**config.mk**
```make
export PLATFORM = sky130hd
export DESIGN_NAME = lbr_dump_controller
export DESIGN_NICKNAME = d
export VERILOG_FILES = /design/src/rtl/lbr_dump_controller_pkg.sv /design/src/rtl/lbr_dump_controller.sv
export SDC_FILE = /design/constraint.sdc
export NUM_CORES = 1
export LEC_CHECK = 0
export CAP_MARGIN = 20
export CORE_UTILIZATION = 40
export DETAILED_ROUTE_END_ITERATION = 6
export GPL_TIMING_DRIVEN = 0
export PLACE_DENSITY = 0.72
export SLEW_MARGIN = 10
export SYNTH_ARGS = -nofsm -noshare
export SYNTH_HDL_FRONTEND = slang
export SYNTH_SLANG_ARGS = --single-unit
```
**constraint.sdc**
```tcl
create_clock -name i_clock -period 5.8 [get_ports i_clock]
set_clock_uncertainty 0.2 [all_clocks]
set_input_delay 0.58 -clock i_clock [delete_from_list [all_inputs] [get_ports i_clock]]
set_output_delay 0.58 -clock i_clock [all_outputs]
set_load 0.1 [all_outputs]
```
**src/rtl/lbr_dump_controller_pkg.sv**
```systemverilog
// lbr_dump_controller_pkg: LBR request codes, status-word layout and dump FSM states.
package lbr_dump_controller_pkg;
  localparam logic [1:0] LBR_REQ_NONE  = 2'b00;
  localparam logic [1:0] LBR_REQ_READ  = 2'b10;
  localparam logic [1:0] LBR_REQ_CLEAR = 2'b11;
  localparam int TOS_LSB = 0;
  typedef enum logic [3:0] {
    S_IDLE, S_RD_STAT, S_CAP_STAT, S_HDR, S_RD_WORD, S_CAP_WORD, S_SEND, S_CLEAR, S_DONE
  } state_t;
  function automatic int stat_addr(input int num_entries);
    return 2 * num_entries;
  endfunction
  function automatic int full_bit(input int data_width);
    return data_width - 1;
  endfunction
endpackage

```
**src/rtl/lbr_dump_controller.sv**
```systemverilog
// lbr_dump_controller: freezes the LBR, streams header plus oldest-to-newest records, optionally clears.
module lbr_dump_controller
  import lbr_dump_controller_pkg::*;
#(
  parameter int DATA_WIDTH   = 16,
  parameter int ADDRESS_BITS = 12,
  parameter int NUM_ENTRIES  = 8
) (
  input  logic                    i_clock,
  input  logic                    i_reset,
  input  logic                    i_start,
  input  logic                    i_clear_en,
  output logic                    o_busy,
  output logic                    o_done,
  output logic                    o_lbr_freeze,
  output logic [1:0]              o_lbr_req,
  output logic [ADDRESS_BITS-1:0] o_lbr_addr,
  input  logic [DATA_WIDTH-1:0]   i_lbr_rdata,
  output logic                    o_out_valid,
  input  logic                    i_out_ready,
  output logic [DATA_WIDTH-1:0]   o_out_data,
  output logic                    o_out_last
);
  localparam int INDEX_BITS = $clog2(NUM_ENTRIES);
  localparam logic [ADDRESS_BITS-1:0] STAT_ADDR = ADDRESS_BITS'(stat_addr(NUM_ENTRIES));
  localparam logic [INDEX_BITS:0] REM_ONE = (INDEX_BITS+1)'(1);
  state_t r_state, w_next;
  logic r_clr, r_half, w_full, w_last;
  logic [INDEX_BITS-1:0] r_idx, w_tos;
  logic [INDEX_BITS:0] r_rem, w_count;
  logic [DATA_WIDTH-1:0] r_data;
  assign w_tos = i_lbr_rdata[TOS_LSB +: INDEX_BITS];
  assign w_full = i_lbr_rdata[full_bit(DATA_WIDTH)];
  assign w_count = w_full ? (INDEX_BITS+1)'(NUM_ENTRIES) : {1'b0, w_tos};
  // r_rem holds the entries still to send, including the one in flight
  assign w_last = (r_state == S_HDR) ? (r_rem == '0) : (r_state == S_SEND && r_half && r_rem == REM_ONE);
  always_comb begin
    w_next = r_state;
    case (r_state)
      S_IDLE:     w_next = i_start ? S_RD_STAT : S_IDLE;
      S_RD_STAT:  w_next = S_CAP_STAT;
      S_CAP_STAT: w_next = S_HDR;
      S_HDR, S_SEND: w_next = !i_out_ready ? r_state : !w_last ? S_RD_WORD : r_clr ? S_CLEAR : S_DONE;
      S_RD_WORD:  w_next = S_CAP_WORD;
      S_CAP_WORD: w_next = S_SEND;
      S_CLEAR:    w_next = S_DONE;
      default:    w_next = S_IDLE;
    endcase
  end
  always_ff @(posedge i_clock) begin
    if (!i_reset) begin
      r_state <= S_IDLE;
      r_clr   <= 1'b0;
      r_half  <= 1'b0;
      r_idx   <= '0;
      r_rem   <= '0;
      r_data  <= '0;
    end else begin
      r_state <= w_next;
      if (r_state == S_IDLE && i_start) r_clr <= i_clear_en;
      if (r_state == S_CAP_STAT) begin
        r_rem  <= w_count;
        r_idx  <= w_full ? w_tos : '0;
        r_half <= 1'b0;
        r_data <= DATA_WIDTH'(w_count);
      end
      if (r_state == S_CAP_WORD) r_data <= i_lbr_rdata;
      if (r_state == S_SEND && i_out_ready) begin
        r_half <= ~r_half;
        if (r_half) begin
          r_idx <= r_idx + 1'b1;
          r_rem <= r_rem - 1'b1;
        end
      end
    end
  end
  assign o_busy       = r_state != S_IDLE;
  assign o_lbr_freeze = o_busy;
  assign o_done       = r_state == S_DONE;
  assign o_out_valid  = r_state == S_HDR || r_state == S_SEND;
  assign o_out_last   = w_last;
  assign o_out_data   = r_data;
  assign o_lbr_req    = (r_state == S_RD_STAT || r_state == S_RD_WORD) ? LBR_REQ_READ :
                        (r_state == S_CLEAR) ? LBR_REQ_CLEAR : LBR_REQ_NONE;
  assign o_lbr_addr   = (r_state == S_RD_STAT) ? STAT_ADDR :
                        (r_state == S_RD_WORD) ? ADDRESS_BITS'({r_idx, r_half}) : '0;
endmodule

```
Word-level counts from Yosys, hierarchy flattened
Cells that the tools add are included.
{ "word_totals": {"regBits": 29, "out_inout_bits": 35} }
{ "classes": {"bitwise_logic": 1, "n_reduce_logical": 12, "addsub": 2, "n_mux": 22, "eq_ne": 10} }
{ "ops": {"columns": ["op", "n"], "rows": [
  ["16-bit 2-to-1 mux", 2],
  ["4-bit 2-to-1 mux", 8],
  ["4-bit case mux with 7 select lines", 1],
  ["4-bit by 3-bit == test with 1-bit output, second input constant", 4],
  ["3-bit 2-to-1 mux", 4],
  ["4-bit by 1-bit == test with 1-bit output, second input constant", 2],
  ["4-bit by 2-bit == test with 1-bit output, second input constant", 2],
  ["4-bit logical NOT", 2],
  ["5-bit 2-to-1 mux", 1],
  ["4-bit == test, second input constant", 1],
  ["1-bit logical AND", 4],
  ["1-bit 2-to-1 mux", 4],
  ["2-bit 2-to-1 mux", 2],
  ["2-bit nonzero test", 2],
  ["4-bit nonzero test", 1],
  ["4-bit by 1-bit subtractor with 4-bit output, second input constant", 1],
  ["3-bit by 1-bit adder with 3-bit output, second input constant", 1],
  ["1-bit logical OR", 2],
  ["2-bit != test, second input constant", 1],
  ["2-bit OR reduction", 1],
  ["1-bit inverter", 1]
]} }

Depth between registers and ports, before layout
Gate-level depths: netlist of run 1.
{ "depth": {"ltp_word": 7, "ltp_mapped": 6} }

Worst setup path before layout of run 1
OpenSTA, ideal clock, no wires.
{ "synth_path": {"kind": "register to output", "from": "register r_state[0]", "to": "output o_done", "stages_incl_launch_ff": 4, "arrival_time_ps": 3520, "required_time_ps": 5020, "setup_slack_ps": 1500, "path_cell_list": "dfxtp_1 > buf_6 > clkbuf_1 > nor4_1"} }
{ "synth_via": {"elab_chain_len": 1} }
{ "synth_rtl": {"columns": ["element", "line_no", "text"], "rows": [
  ["start: declaration", "lbr_dump_controller.sv:27", "state_t r_state, w_next;"],
  ["start signal: assignment", "lbr_dump_controller.sv:59", "r_state <= w_next;"],
  ["4-bit == test", "lbr_dump_controller.sv:79", "assign o_done = r_state == S_DONE;"],
  ["end: declaration", "lbr_dump_controller.sv:14", "output logic o_done,"]
]} }
No other way between the ends.

Worst setup path in the final report of run 1
{ "layout_path": {"from": "register r_state[0]", "to": "output o_lbr_addr[0]"} }
{ "layout_via": {"elab_chain_len": 3, "elab_cells_between_ends": 4} }
{ "layout_rtl": {"columns": ["element", "line_no", "text"], "rows": [
  ["4-bit by 3-bit == test with 1-bit output", "lbr_dump_controller.sv:86", "(r_state == S_RD_WORD) ? ADDRESS_BITS'({r_idx, r_half}) : '0;"],
  ["4-bit 2-to-1 mux", "lbr_dump_controller.sv:86", null],
  ["5-bit 2-to-1 mux (*)", "lbr_dump_controller.sv:85", "assign o_lbr_addr = (r_state == S_RD_STAT) ? STAT_ADDR :"],
  ["end: declaration", "lbr_dump_controller.sv:17", "output logic [ADDRESS_BITS-1:0] o_lbr_addr,"]
]} }
Every way passes the cells marked *; elsewhere a longest branch is shown, timed or not.

==> impl_results.md, run 1 <==
* CP max-delay cell: clkdlybuf4s50_1
* Post-route setup slack at 2.23 ns
* Post-synth top area share at 0.356
* Reg clk slew, reported paths at about 0.070 ns
* DP Worst Slack at 2.54 ns
* Power per cell area at 268 mW/mm^2
* Post-Syn Area at 0.00163 sq mm
* Die height at ~66 um
* CTS tree: done
* H-tree levels at 2
* CTS Root Cell: clkbuf_8
* Nets at 269
* CTS Buf Count at 5
* Initial antenna violation count at 0
* FP Rows at 22
* Final setup viols at 0
* Post-synth top area cell: dfxtp_1
* Slew headroom at 0.341
* Startpoint types: register
* Critical path, cell by cell: buf_6 > clkbuf_1 > nor3_1 > and2_1 > clkdlybuf4s50_1
* Final Max Slew Viols at 0
* Vias in the first global route at 1329
* CP Capture Type: primary output
* Die area at 0.00433 sq mm
* Final period utilization at 0.615
* RSZ-0062 raised after global routing: false
* Seq/Total Area, Yosys at 0.356
* Syn avg cell area at about 8.9 sq um
* I/O Buffers at between 40 and 50
* # hold bufs at CTS at 0
* Max_cap viols at 0
* Synth area leaders: dfxtp_1 (36%), a22oi_2 (7.7%), nor2_1 (6.2%)
* Setup TNS at 0 ns
* Arr. time, crit path at 2.79 ns
* DRT Pass-1 Iters at 4
* Worst-Margin Slew at 0.985 ns
* Total number of vias at around 1.5k
* Final core utilization at 0.613
* Hold Path Class: reg2reg
* Wirelength, routed at around 3.9 mm
* Starting density of the core at 0.432
* Yosys cell types at 50
* Antenna diodes at 0
* VDD IR max at about 0.16 mV
* Post-route ant nets at 0
* Final GP Congestion at 0.844
* Yosys reg bits at 29
* Top_reg_cell synth: dfxtp_1
* Residual DRC at 0
* DRT iter0 DRCs at 131
* DR WL/cell at 13.3 um
* Number of clock sinks at 29
* Ys Warns at 0
* Critical Path Max Stage Delay at 1.13 ns
* Global Route Usage Sum at 0.194
* Die Wd at 65.8 um
* Async SR Flop Fraction at 0
* Power, Total at 619 uW
* Share of layout cells above drive strength 1 at 0.163
* Final hold slack at 0.264 ns
* I/O Pins at 56
* Most common cell after layout, fill and taps aside: clkdlybuf4s50_1
* Post-cts sizing count at 0
* Largest net degree at the start of global routing at 11
* Number of enable flip-flop cells after synthesis at 0
* Clock Path Buffers at 2
* Leakage Power at 0.000863 uW
* Synth-to-Final Area Change at 41.9%
* Core Region at 0.00377 sq mm
* Crit Path Max Fanout at 10
* Placed wire-length estimate at 2.77 mm
* Post-CTS setup buffers at 0
* WS Path Type: reg2out
* Remaining Overflow, GRT at 0
* First-pass GRT wire length at around 6.3 mm
* Commonest non-fill, non-tap cells in the layout: clkdlybuf4s50_1 (48), dfxtp_1 (29), nor2_1 (27)
* Required time of the worst setup path at 5.02 ns
* Outcome: finished clean
* Clk_lat worst skew at between 0.2 and 0.3 ns
* Routed vias/inst at 5.12
* Final hold violation count at 0
* Fin crit period at roughly 3.6 ns
* Peak Freq at 280 MHz
* Synth Instances at between 150 and 200
cells by family after synthesis:
kind of cell	count (synthesis)	share of synthesized area
simple gates	71	0.249
buf+inv	25	0.0906
xor+xnor	3	0.0207
mux	1	0.00614
compound gates	48	0.238
flops	29	0.356
fa+ha+maj	5	0.0368
other cells	1	0.00230
Yosys cell counts, types with 3 or more instances:
cell type,instances
dfxtp_1,29
nor2_1,27
a22oi_2,10
buf_4,9
a21oi_1,7
inv_1,7
nand2_1,7
a22oi_1,5
nor2b_1,5
o21ai_0,5
a211oi_1,4
a311oi_1,4
and2_1,4
buf_2,4
ha_1,4
clkbuf_1,3
nand2b_1,3
nand3b_1,3
nor3_1,3
nor4_1,3
layout make-up:
| type | count | area [sq um] |
|---|---|---|
| buffer | 18 | 121 |
| inverter | 7 | 26.3 |
| clock inverter | 2 | 37.5 |
| tap | 48 | 60.1 |
| fill | 336 | 1460 |
| multi-input combinational | 135 | 925 |
| sequential | 29 | 581 |
| clock buffer | 6 | 82.6 |
| timing repair buffer | 48 | 480 |
flip-flops by register name, summed over array words and instances, names as in the netlist:
register,flops
o_out_data,16
r_rem,4
r_state,4
r_idx,3
r_clr,1
r_half,1
metrics by stage:
step           instance area (sq um)  cells
2_1_floorplan                   1650    189
3_3_place_gp                    2190    285
3_5_place_dp                    2190    285
4_1_cts                         2310    293
5_1_grt                         2310    293
6_report                        2310    293
per-layer routing:
layer / up-vias / global-route usage / routed length (um)
li1: 767 / - / -
met1: 672 / 0.268 / 1910
met2: 56 / 0.269 / 1640
met3: 6 / 0.0690 / 287
met4: 0 / 0.0815 / 59
met5: - / 0 / 0
report_power, final:
part	switching, uW	total, uW	internal [uW]
clock network	81.2	221	140
registers	7.63	213	206
logic	127	185	58.0
total	216	619	403
worst max-delay path, delay by kind of cell, from the launching register on:
kind | cells | cell delay (ns)
buf+inv | 3 | 1.51
flops | 1 | 0.35
simple gates | 2 | 0.64
path summary, 6_finish.rpt:
kind	startpoint	endpoint	slack [ns]	depth (start not counted)
max	r_state[0]	o_lbr_addr[0]	2.23	5
min	o_out_data[3]	o_out_data[3]	0.26	2
max reg2reg	r_rem[0]	r_state[3]	3.83	6
min reg2reg	o_out_data[3]	o_out_data[3]	0.26	2
Note: power is estimated with default switching activity, not from simulation.
==> run 2, diff against run 1 <==
--- a/config.mk
+++ b/config.mk
@@ -9,7 +9,7 @@
 export CORE_UTILIZATION = 40
 export DETAILED_ROUTE_END_ITERATION = 6
 export GPL_TIMING_DRIVEN = 0
-export PLACE_DENSITY = 0.72
+export PLACE_DENSITY = 0.75
 export SLEW_MARGIN = 10
 export SYNTH_ARGS = -nofsm -noshare
 export SYNTH_HDL_FRONTEND = slang
==> constraint.sdc (replaced) <==
create_clock -name i_clock -period 2.85 [get_ports i_clock]
set_clock_uncertainty 0.2 [all_clocks]
set_input_delay 0.285 -clock i_clock [delete_from_list [all_inputs] [get_ports i_clock]]
set_output_delay 0.285 -clock i_clock [all_outputs]
set_load 0.1 [all_outputs]
==> impl_results.md, run 2 (synthesis gave the netlist of run 1 again) <==
* Vias in the first global route at 1399 (was 1329)
* Buf/Inv on CP at 2 (was 3)
* Final core utilization at 0.618 (was 0.613)
* Hold Path Class: reg2reg (unchanged)
* Share of layout cells above drive strength 1 at 0.204 (was 0.163)
* Filler Cell Count at 336 (unchanged)
* CTS Buf Count at 5 (unchanged)
* Residual DRC at 0 (unchanged)
* FP Rows at 22 (unchanged)
* Final GP Congestion at 0.897 (was 0.844)
* Commonest non-fill, non-tap cells in the layout: clkdlybuf4s50_1 (38), dfxtp_1 (29), nor2_1 (27) (was clkdlybuf4s50_1 (48), dfxtp_1 (29), nor2_1 (27))
* First-pass GRT wire length at 6.50 mm (was 6.32 mm)
* CP max-delay cell: clkdlybuf4s50_1 (unchanged)
* DR WL/cell at 13.5 um (was 13.3 um)
* Wirelength, routed at 3.97 mm (was 3.89 mm)
* Crit Path Max Fanout at 10 (unchanged)
* Post-route ant nets at 0 (unchanged)
* Critical Path Stages at 3 (was 5)
* Largest net degree at the start of global routing at 11 (unchanged)
* Worst reg2reg path depth at 6 (unchanged)
* Die area at 0.00433 sq mm (unchanged)
* Worst-Margin Slew at 0.995 ns (was 0.985 ns)
* Post-route setup slack at 0.0595 ns (was 2.23 ns)
* Fin crit period at between 2 and 3 ns
* Die Wd at 65.8 um (unchanged)
* Power per cell area at 539 mW/mm^2 (was 268 mW/mm^2)
* R2R Setup Slk at 0.86 ns (was 3.83 ns)
* CTS tree: done (unchanged)
* Max_cap viols at 0 (unchanged)
* I/O Buffers at 48 (unchanged)
* Final setup viols at 0 (unchanged)
* Outcome: finished clean (unchanged)
* Multi-input gate area at 946 sq um (was 925 sq um)
* Post-DP Area at 0.00221 sq mm (was 0.00219 sq mm)
* CTS Root Cell: clkbuf_8 (unchanged)
* Final period utilization at 0.979
* Max reg flops at 16 (unchanged)
* Antenna diodes at 0 (unchanged)
* VDD IR max at 0.312 mV (was 0.161 mV)
* Required time of the worst setup path at 2.37 ns (was 5.02 ns)
* Arr. time, crit path at 2.31 ns (was 2.79 ns)
* Post-route insts no fill at 293 (unchanged)
* Clock Path Buffers at 2 (unchanged)
* Number of clock sinks at 29 (unchanged)
* Seq. cell area at 581 sq um (unchanged)
* Peak Freq at 358 MHz
* Slew headroom at 0.334 (was 0.341)
* Starting density of the core at 0.432 (unchanged)
* H-tree levels at 2 (unchanged)
* Most common cell after layout, fill and taps aside: clkdlybuf4s50_1 (unchanged)
* Leakage Power at 0.000892 uW (was 0.000863 uW)
* Total placed cells including tap cells at 285 (unchanged)
* Core Region at 0.00377 sq mm (unchanged)
* Total number of vias at 1491 (was 1501)
* DRT iter0 DRCs at 169 (was 131)
* Synth-to-Final Area Change at 43.0% (was 41.9%)
* Remaining Overflow, GRT at 0 (unchanged)
* Critical path's top delay family: buffers and inverters (unchanged)
* DP Worst Slack at -0.147 ns (was 2.54 ns)
* Routed vias/inst at 5.09 (was 5.12)
* Nets at 269 (unchanged)
* I/O Pins at 56 (unchanged)
* R2r endpoint: r_state[3] (unchanged)
* WS Path Type: reg2out (unchanged)
* DRT Pass-1 Iters at 4 (unchanged)
* Final hold violation count at 0 (unchanged)
* RSZ-0062 raised after global routing: false (unchanged)
* Critical path, cell by cell: buf_6 > or4_1 > clkdlybuf4s50_1 (was buf_6 > clkbuf_1 > nor3_1 > and2_1 > clkdlybuf4s50_1)
* Global Route Usage Sum at 0.201 (was 0.194)
* Final Max Slew Viols at 0 (unchanged)
* Die height at 65.8 um (unchanged)
* Post-route cell area at 0.00233 sq mm (was 0.00231 sq mm)
* Startpoint types: register (unchanged)
* Initial antenna violation count at 0 (unchanged)
* CP Capture Type: primary output (unchanged)
* R2R Path Start: r_rem[0] (unchanged)
* Reg clk slew, reported paths at 0.06 ns (was 0.07 ns)
* Worst Hold Launch: o_out_data[3] (unchanged)
* Setup TNS at 0 ns (unchanged)
* Hold Crit Depth at 2 (unchanged)
* Critical Path Max Stage Delay at 1.00 ns (was 1.13 ns)
* WHS Endpoint: o_out_data[3] (unchanged)
* Placed wire-length estimate at 2.82 mm (was 2.77 mm)
* Clk_lat worst skew at 0.29 ns (was 0.28 ns)
-- run 2: report_power, final --
| group | internal, uW | switching (uW) |
|---|---|---|
| Clock | 284 | 162 |
| Sequential | 419 | 15.3 |
| Combinational | 115 | 262 |
-- run 2: stage by stage --
stage,hold WS (ns),power (uW)
3_3_place_gp,0.243,821
3_5_place_dp,0.251,822
6_report,0.254,1260
2_1_floorplan,0.229,731
4_1_cts,0.257,1270
5_1_grt,0.302,1300
-- run 2: layout make-up --
type	count	area share
plain buffers	18	0.0521
clock buffers	6	0.0354
clock inverters	2	0.0161
inverters	7	0.0113
multi-input cells	135	0.406
flip-flops and latches	29	0.249
well taps	48	0.0258
repair buffers	48	0.205
-- run 2: routing by layer --
layer | vias to the layer above | global-route usage | share of wire
met5 | - | 0 | 0
met4 | 0 | 0.114 | 0.021
met3 | 7 | 0.0552 | 0.069
met2 | 47 | 0.295 | 0.43
met1 | 677 | 0.263 | 0.48
li1 | 760 | - | -
-- run 2: tightest hold or removal path: stages (launching register included) --
cell and delay (ns):
dfxtp_1 0.31, nand2_1 0.05, a21oi_1 0.05
-- run 2: worst max path at each step --
stage,startpoint,end,slack [ns]
after CTS,r_state[0],o_busy,0.04
after detailed placement,r_state[0],o_lbr_addr[0],-0.15
final,r_state[0],o_busy,0.06
after global placement,r_state[0],o_lbr_addr[0],-0.12
after global routing,r_state[3],o_out_last,0.0006
after floorplan,r_state[0],o_done,0.01
-- run 2: timing repair --
action / CTS / global route
hold buffers: 0 / 0
gates resized for setup: 20 / 3
endpoints found under the setup margin: 10 / 2
gates cloned: 0 / 0
buffers inserted: 0 / 0
==> run 3, diff against run 2 <==
--- a/config.mk
+++ b/config.mk
@@ -9,7 +9,7 @@
 export CORE_UTILIZATION = 40
 export DETAILED_ROUTE_END_ITERATION = 6
 export GPL_TIMING_DRIVEN = 0
-export PLACE_DENSITY = 0.75
+export PLACE_DENSITY = 0.72
 export SLEW_MARGIN = 10
 export SYNTH_ARGS = -nofsm -noshare
 export SYNTH_HDL_FRONTEND = slang
==> constraint.sdc (replaced) <==
create_clock -name i_clock -period 3.54 [get_ports i_clock]
set_clock_uncertainty 0.2 [all_clocks]
set_input_delay 0.354 -clock i_clock [delete_from_list [all_inputs] [get_ports i_clock]]
set_output_delay 0.354 -clock i_clock [all_outputs]
set_load 0.1 [all_outputs]
==> impl_results.md, run 3 (synthesis gave the netlist of run 1 again) <==
* Hold Path Class: reg2reg (unchanged)
* Critical path, cell by cell: buf_6 > clkbuf_1 > nor3_1 > and2_1 > clkdlybuf4s50_1 (was buf_6 > or4_1 > clkdlybuf4s50_1)
* Final period utilization at 0.954
* Internal at 662 uW (was 818 uW)
* Clock Path Buffers at 2 (unchanged)
* Commonest non-fill, non-tap cells in the layout: clkdlybuf4s50_1 (48), dfxtp_1 (29), nor2_1 (27) (was clkdlybuf4s50_1 (38), dfxtp_1 (29), nor2_1 (27))
* First-pass GRT wire length at 6.64 mm (was 6.50 mm)
* Largest net degree at the start of global routing at 11 (unchanged)
* Die area at 0.00433 sq mm (unchanged)
* Switching power at 353 uW (was 439 uW)
* Starting density of the core at 0.432 (unchanged)
* Reg clk slew, reported paths at 0.07 ns (was 0.06 ns)
* VDD IR max at 0.299 mV (was 0.312 mV)
* WS Path Type: reg2out (unchanged)
* DRT iter0 DRCs at 173 (was 169)
* Vias in the first global route at 1395 (was 1399)
* Routed vias/inst at 5.16 (was 5.09)
* Clk_lat worst skew at 0.28 ns (was 0.29 ns)
* Filler Cell Count at 336 (unchanged)
* Seq. cell area at 581 sq um (unchanged)
* Placed wire-length estimate at 2.81 mm (was 2.82 mm)
* R2R Setup Slk at 1.55 ns (was 0.86 ns)
* I/O Pins at 56 (unchanged)
* Final hold violation count at 0 (unchanged)
* Comb pwr share at 0.300 (about the same)
* Max_cap viols at 0 (unchanged)
* Required time of the worst setup path at 2.99 ns (was 2.37 ns)
* Initial antenna violation count at 0 (unchanged)
* # hold bufs at CTS at 0 (unchanged)
* Multi-input gate area at 936 sq um (was 946 sq um)
* DR WL/cell at 13.3 um (was 13.5 um)
* Residual DRC at 0 (unchanged)
* Number of clock sinks at 29 (unchanged)
* Global Route Usage Sum at 0.201 (about the same)
* Worst-Margin Slew at 0.988 ns (was 0.995 ns)
* Peak Freq at 296 MHz
* CP max-delay cell: clkdlybuf4s50_1 (unchanged)
* Remaining Overflow, GRT at 0 (unchanged)
* Leakage Power at 0.000865 uW (was 0.000892 uW)
* Die height at 65.8 um (unchanged)
* Max reg flops at 16 (unchanged)
* Final setup viols at 0 (unchanged)
* DRT Pass-1 Iters at 4 (unchanged)
* Clk pwr share at 0.355 (about the same)
* CTS Buf Count at 5 (unchanged)
* Final GP Congestion at 0.842 (was 0.897)
* Total number of vias at 1513 (was 1491)
* Final core utilization at 0.616 (was 0.618)
* Sw Ratio at 0.348 (was 0.349)
* Share of layout cells above drive strength 1 at 0.171 (was 0.204)
* Crit Path Max Fanout at 10 (unchanged)
* Post-route insts no fill at 293 (unchanged)
* Die Wd at 65.8 um (unchanged)
* Setup TNS at 0 ns (unchanged)
* Most common cell after layout, fill and taps aside: clkdlybuf4s50_1 (unchanged)
* Post-cts sizing count at 0 (was 20)
* Post-DP Area at 0.00220 sq mm (was 0.00221 sq mm)
* Post-route ant nets at 0 (unchanged)
* CTS Root Cell: clkbuf_8 (unchanged)
* Post-CTS setup buffers at 0 (unchanged)
* Total placed cells including tap cells at 285 (unchanged)
* Antenna diodes at 0 (unchanged)
* Core Region at 0.00377 sq mm (unchanged)
* CP Capture Type: primary output (unchanged)
* Arr. time, crit path at 2.82 ns (was 2.31 ns)
* I/O Buffers at 48 (unchanged)
* Fin crit period at 3.38 ns
* FP Rows at 22 (unchanged)
* Startpoint types: register (unchanged)
* Nets at 269 (unchanged)
* RSZ-0062 raised after global routing: false (unchanged)
* Final Max Slew Viols at 0 (unchanged)
* Power per cell area at 436 mW/mm^2 (was 539 mW/mm^2)
* Slew headroom at 0.339 (was 0.334)
* Wirelength, routed at 3.89 mm (was 3.97 mm)
* CTS tree: done (unchanged)
* Outcome: finished clean (unchanged)
* Critical Path Max Stage Delay at 1.13 ns (was 1.00 ns)
* H-tree levels at 2 (unchanged)
* Post-route cell area at 0.00232 sq mm (was 0.00233 sq mm)
* Share of power burned in registers at 0.344 (was 0.346)
* Synth-to-Final Area Change at 42.6% (was 43.0%)
==> run 3: layout make-up <==
cell class,instances,share of cell area
Buffer,18,0.0522
Tap cell,48,0.0258
Multi-Input combinational cell,135,0.403
Clock inverter,2,0.0161
Timing Repair Buffer,48,0.207
Clock buffer,6,0.0355
Inverter,7,0.0113
Sequential cell,29,0.250
==> run 3: metrics by stage <==
stage | total power, uW | hold slack (ns) | setup slack [ns]
4_1_cts | 1020 | 0.295 | 0.174
3_3_place_gp | 660 | 0.245 | 0.508
6_report | 1010 | 0.295 | 0.164
3_5_place_dp | 660 | 0.263 | 0.486
5_1_grt | 1060 | 0.330 | 0.0758
2_1_floorplan | 588 | 0.255 | 0.356
==> run 3: path summary, 6_finish.rpt <==
kind / from / cells past startpoint / to
setup / recovery: r_state[0] / 5 / o_lbr_addr[0]
hold / removal: o_out_data[3] / 2 / o_out_data[3]
setup reg to reg: r_rem[0] / 6 / r_state[3]
hold reg to reg: o_out_data[3] / 2 / o_out_data[3]
==> run 3: critical path, delay by kind of cell, from the launching register on <==
| family | cells | cell delay (ns) |
|---|---|---|
| buffers and inverters | 3 | 1.51 |
| DFF | 1 | 0.35 |
| and+or+nand+nor | 2 | 0.69 |
==> run 3: metal layers <==
metal	share of wire	global-route usage	vias to the layer above
li1	-	-	764
met1	0.48	0.275	688
met2	0.43	0.287	56
met3	0.080	0.0672	5
met4	0.013	0.0788	0
met5	0	0	-
==> run 3: power by group through the flow <==
stage                     sequential (uW)  combinational, uW  clock (uW)
after global routing                  351                321         384
after global placement                357                304           0
final                                 349                305         360
after detailed placement              357                304           0
after floorplan                       373                215           0
after CTS                             349                305         366
